**src/rtl/multicycle_control.sv**
```systemverilog
// Main control FSM for the multi-cycle MIPS datapath: sequences one instruction
// at a time, drives every datapath mux/strobe and counts retired instructions.
module multicycle_control #(
   parameter int CNT_W = 16
) (
   input  logic             clk,
   input  logic             rst_n,
   input  logic [5:0]       opcode,
   input  logic             mem_ready,
   output logic             pc_write,
   output logic             pc_write_cond,
   output logic             i_or_d,
   output logic             mem_read,
   output logic             mem_write,
   output logic             ir_write,
   output logic             mem_to_reg,
   output logic             reg_dst,
   output logic             reg_write,
   output logic             alu_src_a,
   output logic [1:0]       alu_src_b,
   output logic [1:0]       alu_op,
   output logic [1:0]       pc_source,
   output logic             illegal_op,
   output logic [3:0]       state,
   output logic [CNT_W-1:0] instr_count
);

   typedef enum logic [3:0] {
      FETCH     = 4'd0,
      DECODE    = 4'd1,
      MEM_ADDR  = 4'd2,
      MEM_READ  = 4'd3,
      MEM_WB    = 4'd4,
      MEM_WRITE = 4'd5,
      EXECUTE   = 4'd6,
      R_WB      = 4'd7,
      BRANCH    = 4'd8,
      JUMP      = 4'd9,
      IMM_EXEC  = 4'd10,
      IMM_WB    = 4'd11
   } state_t;

   localparam logic [5:0] OP_RTYPE = 6'b000000;
   localparam logic [5:0] OP_LW    = 6'b100011;
   localparam logic [5:0] OP_SW    = 6'b101011;
   localparam logic [5:0] OP_BEQ   = 6'b000100;
   localparam logic [5:0] OP_J     = 6'b000010;
   localparam logic [5:0] OP_ADDI  = 6'b001000;
   localparam logic [5:0] OP_ANDI  = 6'b001100;

   state_t     cur_state;
   state_t     nxt_state;
   logic [5:0] op_q;
   logic       retire;

   assign state = cur_state;

   always_ff @(posedge clk) begin
      if (!rst_n) begin
         cur_state   <= FETCH;
         instr_count <= '0;
      end else begin
         cur_state <= nxt_state;
         if (retire)
            instr_count <= instr_count + CNT_W'(1);
      end
   end

   // Opcode is captured once so later states never depend on the IR port.
   always_ff @(posedge clk) begin
      if (cur_state == DECODE)
         op_q <= opcode;
   end

   always_comb begin
      nxt_state     = FETCH;
      retire        = 1'b0;
      pc_write      = 1'b0;
      pc_write_cond = 1'b0;
      i_or_d        = 1'b0;
      mem_read      = 1'b0;
      mem_write     = 1'b0;
      ir_write      = 1'b0;
      mem_to_reg    = 1'b0;
      reg_dst       = 1'b0;
      reg_write     = 1'b0;
      alu_src_a     = 1'b0;
      alu_src_b     = 2'b00;
      alu_op        = 2'b00;
      pc_source     = 2'b00;
      illegal_op    = 1'b0;

      case (cur_state)
         FETCH: begin
            mem_read  = 1'b1;
            alu_src_b = 2'b01;
            ir_write  = mem_ready;
            pc_write  = mem_ready;
            nxt_state = mem_ready ? DECODE : FETCH;
         end
         DECODE: begin
            alu_src_b = 2'b11;
            case (opcode)
               OP_RTYPE:       nxt_state = EXECUTE;
               OP_LW, OP_SW:   nxt_state = MEM_ADDR;
               OP_BEQ:         nxt_state = BRANCH;
               OP_J:           nxt_state = JUMP;
               OP_ADDI, OP_ANDI: nxt_state = IMM_EXEC;
               default: begin
                  illegal_op = 1'b1;
                  nxt_state  = FETCH;
               end
            endcase
         end
         MEM_ADDR: begin
            alu_src_a = 1'b1;
            alu_src_b = 2'b10;
            nxt_state = (op_q == OP_SW) ? MEM_WRITE : MEM_READ;
         end
         MEM_READ: begin
            mem_read  = 1'b1;
            i_or_d    = 1'b1;
            nxt_state = mem_ready ? MEM_WB : MEM_READ;
         end
         MEM_WB: begin
            reg_write  = 1'b1;
            mem_to_reg = 1'b1;
            retire     = 1'b1;
         end
         MEM_WRITE: begin
            mem_write = 1'b1;
            i_or_d    = 1'b1;
            retire    = mem_ready;
            nxt_state = mem_ready ? FETCH : MEM_WRITE;
         end
         EXECUTE: begin
            alu_src_a = 1'b1;
            alu_op    = 2'b10;
            nxt_state = R_WB;
         end
         R_WB: begin
            reg_write = 1'b1;
            reg_dst   = 1'b1;
            retire    = 1'b1;
         end
         BRANCH: begin
            alu_src_a     = 1'b1;
            alu_op        = 2'b01;
            pc_write_cond = 1'b1;
            pc_source     = 2'b01;
            retire        = 1'b1;
         end
         JUMP: begin
            pc_write  = 1'b1;
            pc_source = 2'b10;
            retire    = 1'b1;
         end
         IMM_EXEC: begin
            alu_src_a = 1'b1;
            alu_src_b = 2'b10;
            alu_op    = (op_q == OP_ANDI) ? 2'b11 : 2'b00;
            nxt_state = IMM_WB;
         end
         IMM_WB: begin
            reg_write = 1'b1;
            retire    = 1'b1;
         end
         default: nxt_state = FETCH;
      endcase

      // Reset overrides everything so an abandoned instruction performs no writes.
      if (!rst_n) begin
         retire        = 1'b0;
         pc_write      = 1'b0;
         pc_write_cond = 1'b0;
         i_or_d        = 1'b0;
         mem_read      = 1'b0;
         mem_write     = 1'b0;
         ir_write      = 1'b0;
         mem_to_reg    = 1'b0;
         reg_dst       = 1'b0;
         reg_write     = 1'b0;
         alu_src_a     = 1'b0;
         alu_src_b     = 2'b00;
         alu_op        = 2'b00;
         pc_source     = 2'b00;
         illegal_op    = 1'b0;
      end
   end

endmodule

```
**config.mk**
```make
export PLATFORM = sky130hd
export DESIGN_NAME = multicycle_control
export DESIGN_NICKNAME = d
export VERILOG_FILES = /design/src/rtl/multicycle_control.sv
export SDC_FILE = /design/constraint.sdc
export NUM_CORES = 1
export LEC_CHECK = 0
export BUFFER_PORTS_ARGS = -buffer_cell sky130_fd_sc_hd__clkbuf_2
export CORE_MARGIN = 2
export CORE_UTILIZATION = 46
export DETAILED_ROUTE_END_ITERATION = 16
export HOLD_SLACK_MARGIN = 0.12
export PLACE_DENSITY = 0.72
export RECOVER_POWER = 50
export SYNTH_ARGS = -nofsm -noshare
export SYNTH_HDL_FRONTEND = slang
export SYNTH_SLANG_ARGS = --single-unit
```
**constraint.sdc**
```tcl
create_clock -name clk -period 5.8 [get_ports clk]
set_input_delay 0.58 -clock clk [delete_from_list [all_inputs] [get_ports clk]]
set_output_delay 0.58 -clock clk [all_outputs]
set_load 0.01 [all_outputs]
```
==> reports/metrics.cfg, run 1 <==
[run_status]
status = completed

[finish]
fill_cells = 356
seqCellArea_um2 = 581
diodes = 0
area_growth_syn_to_layout_pct = 14.0
multiInputGateArea_um2 = 878
drive_gt1_frac = 0.126
nets = 233

[detailed_routing]
drt_iter0_markers = 67
dr.pass1.iters = 5
ant_nets = 0
routedWlPerCell_um = 12.8
postRouteWirelength_um = 3430
via_count = 1550
vias_per_cell = 5.78
drc = 0

[timing]
worst_slew_pin_slew_ns = 0.841
final_min_period_over_clock_period = 0.456
min_period_ns = 2.65
max_freq_ghz = 0.378
slew_viol_final = 0
setup_ws_ns = 3.15
hold_viol = 0
slew_headroom = 0.439
setup_tns_ns = 0
setup_viol = 0
finClkSkew_ns = 0.00648
rsz0062_at_grt = no

[synth]
yosysTopAreaCellShare = 0.259
syn_area_um2 = 1550
synth_top_cell_by_area = dfxtp_1
synth_area_leaders = dfxtp_1 26%, edfxtp_1 12%, nor2_1 3.9%, o31ai_1 3.9%, or4_1 3.9%
yosysWarnings = 0
synth_most_common_cell = dfxtp_1
synth_flop_cell = dfxtp_1
ys_seq_area_frac = 0.376
synth_edf_count = 6
synth_seq_cells = 26
syn_nets = 197
synthTopCellsByCount = 20 x dfxtp_1, 16 x nor2_1, 13 x nand2_1
async_flop_share = 0
synth_cell_types = 42
synthCells = 187
avgSynthCellArea_um2 = 8.26

[placed_design]
gp_congestion = 0.812
dpl.hpwl_um = 2460
port_buffers = 45
dp_slack_ns = 3.19

[critical_path]
slowest_stage = or4_1
arrival_ns = 2.91
worst_path_largest_cell_delay_ns = 0.93
critPathKind = flip-flop to flip-flop
crit_family = simple AND/OR/NAND/NOR gates
endpoint_kind = flip-flop
cp_max_fo = 28
cpMostUsedCell = or4_1
crit_path_cell_trace = nor2b_1, or4_1, or4_1, a21oi_1
crit_required_ns = 6.06
start_kind = flip-flop
crit_buf_inv = 0

[floorplanning]
die-area_um2 = 3840
floorplan.initialDensity = 0.470
rows = 21
die_w_um = 62.0
die_h_um = 62.0
core_area_um2 = 3280
io_pins = 46

[cts]
cts_root_buf = clkbuf_4
cts_setup_buffers = 0
h-tree-depth = 1
hold_buffers = 0
cts_buffers = 3
clock-sinks = 26
clkTransAtPathRegs_ns = 0.14
cts.path.max_buffers = 2
insertion_delay_ns = 0.32
cts_tree = built
ctsResizeCount = 0

[power]
leakagePower_nw = 0.601
clockPowerShare = 0.264
irDropWorstVdd_uv = 87.2
power_density_nw_per_um2 = 169
switching_power_uw = 74.7
switching_share = 0.250
p_comb_frac = 0.093
power.internal_uw = 223
seq_power_share = 0.643
fin_total_pwr_uw = 298

[grt]
grt_antenna_before_repair = 0
overflow = 0
grt_pass1_wl_um = 5290
grt_max_degree = 29
globalRouteTotalUtil = 0.182
grt_pass1_vias = 1205

[hold_path]
hold_path_class = primary input to flip-flop

[run]
drv_cap = 0

## power groups by stage
stage	combinational, mW	sequential, mW	clock, mW
after floorplan	0.0185	0.194	0
after global placement	0.0285	0.196	0
after detailed placement	0.0284	0.196	0
after CTS	0.0286	0.192	0.0802
after global routing	0.0310	0.192	0.0864
final	0.0277	0.192	0.0787
## placed cells by master, fill, tap and decap left out, types with 2 or more instances in the layout
master    Yosys  final
or2_2         2      2
nor2_1       16     16
nand2b_1      6      6
nor4b_1       3      3
a22oi_1       2      2
clkbuf_4      0      3
and4_1        4      4
inv_1         7      7
o311ai_1      3      3
nor2b_1       6      6
a21oi_1      11     11
o21ba_2       2      2
nor4_2        2      2
or3_1         3      3
o41ai_1       3      3
clkbuf_2      0     19
or4_1         8      8
o31ai_1       8      8
nand4_1       2      2
xor2_1        2      2
dfxtp_1      20     20
edfxtp_1      6      6
a31oi_1       3      3
mux2i_1       3      3
nand3_1       9      9
a211oi_1      2      2
nand2_1      13     13
nor3_1        8      8
clkbuf_1     10     26
o21ai_0       7      7
## path summary, 6_finish.rpt
check,start,endpoint,slack (ns),depth (start not counted)
worst max-delay path,state[0],instr_count[9],3.15,4
worst min-delay path,opcode[5],op_q[5],0.47,1
worst min register to register,instr_count[13],instr_count[13],0.49,2
worst max register to register,state[0],instr_count[9],3.15,4
## per-layer routing
metal,up-vias,track usage,share of wire
li1,778,-,-
met1,731,0.235,0.47
met2,39,0.311,0.48
met3,2,0.0414,0.050
met4,0,0.0395,0.0050
met5,-,0,0
## sequential cells by signal, summed over array words and instances, names as in the netlist
register and cells:
instr_count 16, op_q 6, state 4
## metrics by stage
step	instance area (µm²)	util	std cells	hold WS, ns
after global placement	1770	0.538	264	0.469
after floorplan	1550	-	187	0.494
after detailed placement	1770	0.538	264	0.473
after CTS	1790	0.546	268	0.448
final	1760	0.536	268	0.472
after global routing	1760	0.536	268	0.492
## cell families after synthesis
group           count (synthesis)  synth area share
flops                          26             0.376
simple gates                   88             0.326
compound gates                 46             0.203
xor+xnor                        2            0.0113
fa+ha+maj                       1           0.00810
buf+inv                        21            0.0559
mux                             3            0.0194
## area by class of cell
| cell class | count | area share |
|---|---|---|
| clock buffers | 3 | 0.0128 |
| clock inverters | 1 | 0.00213 |
| inverters | 7 | 0.0149 |
| multi-input cells | 140 | 0.499 |
| flip-flops and latches | 26 | 0.330 |
| well taps | 46 | 0.0327 |
| repair buffers | 45 | 0.109 |
Power figures use the tool's default switching activity.
==> inputs of run 2 (changes only) <==
- PLACE_DENSITY: 0.72 -> 0.75
- clock period: 5.8 -> 2.2 ns (I/O delays scaled with it)
==> run 2 against run 1 <==
Cell count increased by 4.9%. Sequential cell count is the same. Hold slack worse by 0.26 ns. Die area unchanged. Global-route usage grew 1.6 points.
==> reports/metrics.cfg, run 2 (synthesis results as in run 1) <==
[cts]
clkTransAtPathRegs_ns = 0.13  ; about the same
cts_setup_buffers = 0  ; unchanged
cts_root_buf = clkbuf_4
cts_buffers = 3  ; unchanged
cts_tree = built
h-tree-depth = 1  ; unchanged
insertion_delay_ns = 0.32  ; about the same
clock-sinks = 26  ; unchanged
cts.path.max_buffers = 2  ; unchanged

[detailed_routing]
ant_nets = 0  ; unchanged
routedWlPerCell_um = 12.8  ; +0.24%
via_count = 1585  ; +2.3%
vias_per_cell = 5.64  ; -2.5%
drc = 0  ; unchanged
postRouteWirelength_um = 3610  ; +5.1%
drt_iter0_markers = 85  ; +27%
dr.pass1.iters = 4  ; -1

[floorplanning]
core_area_um2 = 3280  ; unchanged
die_h_um = 62.0  ; unchanged
die-area_um2 = 3840  ; unchanged
io_pins = 46  ; unchanged
rows = 21  ; unchanged
floorplan.initialDensity = 0.470  ; unchanged
die_w_um = 62.0  ; unchanged

[grt]
globalRouteTotalUtil = 0.199  ; +0.0164
grt_max_degree = 29  ; unchanged
grt_pass1_vias = 1306  ; +8.4%
grt_antenna_before_repair = 0  ; unchanged
overflow = 0  ; unchanged
grt_pass1_wl_um = 5750  ; +8.9%

[critical_path]
start_kind = flip-flop
cp_max_fo = 2  ; -93%
critPathKind = flip-flop to output pin
rr_worst_depth = 5  ; +1
endpoint_kind = output pin
crit_required_ns = 1.98  ; -4.08 ns
arrival_ns = 1.83  ; -1.08 ns

[placed_design]
port_buffers = 45  ; unchanged
place_inst = 275  ; +4.2%
dpl.hpwl_um = 2640  ; +7.4%
placed_cell_area_um2 = 1850  ; +4.7%
gp_congestion = 0.835  ; +2.8%

[finish]
drive_gt1_frac = 0.187  ; +0.0611
area_growth_syn_to_layout_pct = 21.8
fin_cells = 281  ; +4.9%
nets = 246  ; +5.6%
final_common_cell = clkbuf_1
finalInstanceArea_um2 = 1880  ; +6.8%
layout_common_cells = 24 x clkbuf_1, 22 x clkbuf_2, 20 x dfxtp_1
largest_reg_flops = 16  ; unchanged
diodes = 0  ; unchanged
regMostFlops = instr_count

[timing]
final_min_period_over_clock_period = 0.933
min_period_ns = 2.05
slew_headroom = 0.708  ; +0.269
max_freq_ghz = 0.487
worst_slew_pin_slew_ns = 0.432  ; -0.409 ns
hold_viol = 0  ; unchanged
setup_viol = 0  ; unchanged
slew_viol_final = 0  ; unchanged
rsz0062_at_grt = no
finClkSkew_ns = 0.000958  ; -0.00553 ns
setup_tns_ns = 0  ; unchanged

[power]
irDropWorstVdd_uv = 199  ; +130%
leakagePower_nw = 0.678  ; +13%
power_density_nw_per_um2 = 424  ; +150%

[hold_path]
whs_path_depth = 1  ; unchanged
hold_path_class = primary input to flip-flop

[run]
drv_cap = 0  ; unchanged

[run_status]
status = completed

-- run 2: cell types whose count changed in the layout (fill, tap and decap cells not counted) --
cell,delta
dlygate4sd3_1,+2
a2111oi_1,+1
clkbuf_1,-2
nor4b_1,-2
nor4b_2,+2
buf_4,+11
a2111oi_0,-1
clkbuf_2,+3
clkinv_1,-1
-- run 2: path summary, 6_finish.rpt --
kind,start,endpoint,slack (ns)
max,op_q[1],alu_op[0],0.15
min,opcode[4],op_q[4],0.21
max reg2reg,state[3],instr_count[9],0.21
min reg2reg,instr_count[15],instr_count[15],0.50
-- run 2: final cells by class --
class	instances	area, µm²
clock buffer	4	26.3
fill	348	1400
sequential	26	581
tap	46	57.6
timing repair buffer	58	299
inverter	7	26.3
multi-input combinational	140	892
-- run 2: routing by layer --
layer  global-route usage  up-vias  wire [µm]
li1                     -      808          -
met3               0.0373        4        175
met2                0.342       44       1730
met1                0.249      729       1650
met4               0.0638        0         40
met5                    0        -          0
-- run 2: worst max-delay path, stage by stage (launching register included) --
cell	delay [ns]
edfxtp_1	0.41
nor4b_2	0.27
buf_4	0.16
nand2_1	0.06
a2111oi_1	0.41
clkbuf_2	0.20
-- run 2: power breakdown --
group	total (mW)	switching (mW)	internal, mW	leakage, nW
clock network	0.209	0.138	0.0709	0.0150
logic	0.0897	0.0543	0.0354	0.446
registers	0.500	0.00381	0.496	0.217
total	0.798	0.196	0.603	0.678
-- run 2: per-stage QoR --
step / worst slack [ns] / utilization / power, mW / hold WS (ns)
after floorplan: 0.301 / - / 0.559 / 0.319
after global placement: 0.277 / 0.563 / 0.596 / 0.428
after detailed placement: 0.248 / 0.563 / 0.598 / 0.429
after CTS: 0.0661 / 0.578 / 0.805 / 0.132
after global routing: 0.0631 / 0.573 / 0.827 / 0.203
final: 0.148 / 0.573 / 0.798 / 0.212
-- run 2: what timing repair did --
action / CTS / global route
setup endpoints to repair: 0 / 2
hold buffers: 2 / 0
hold endpoints to repair: 2 / 0
gates resized for setup: 0 / 3
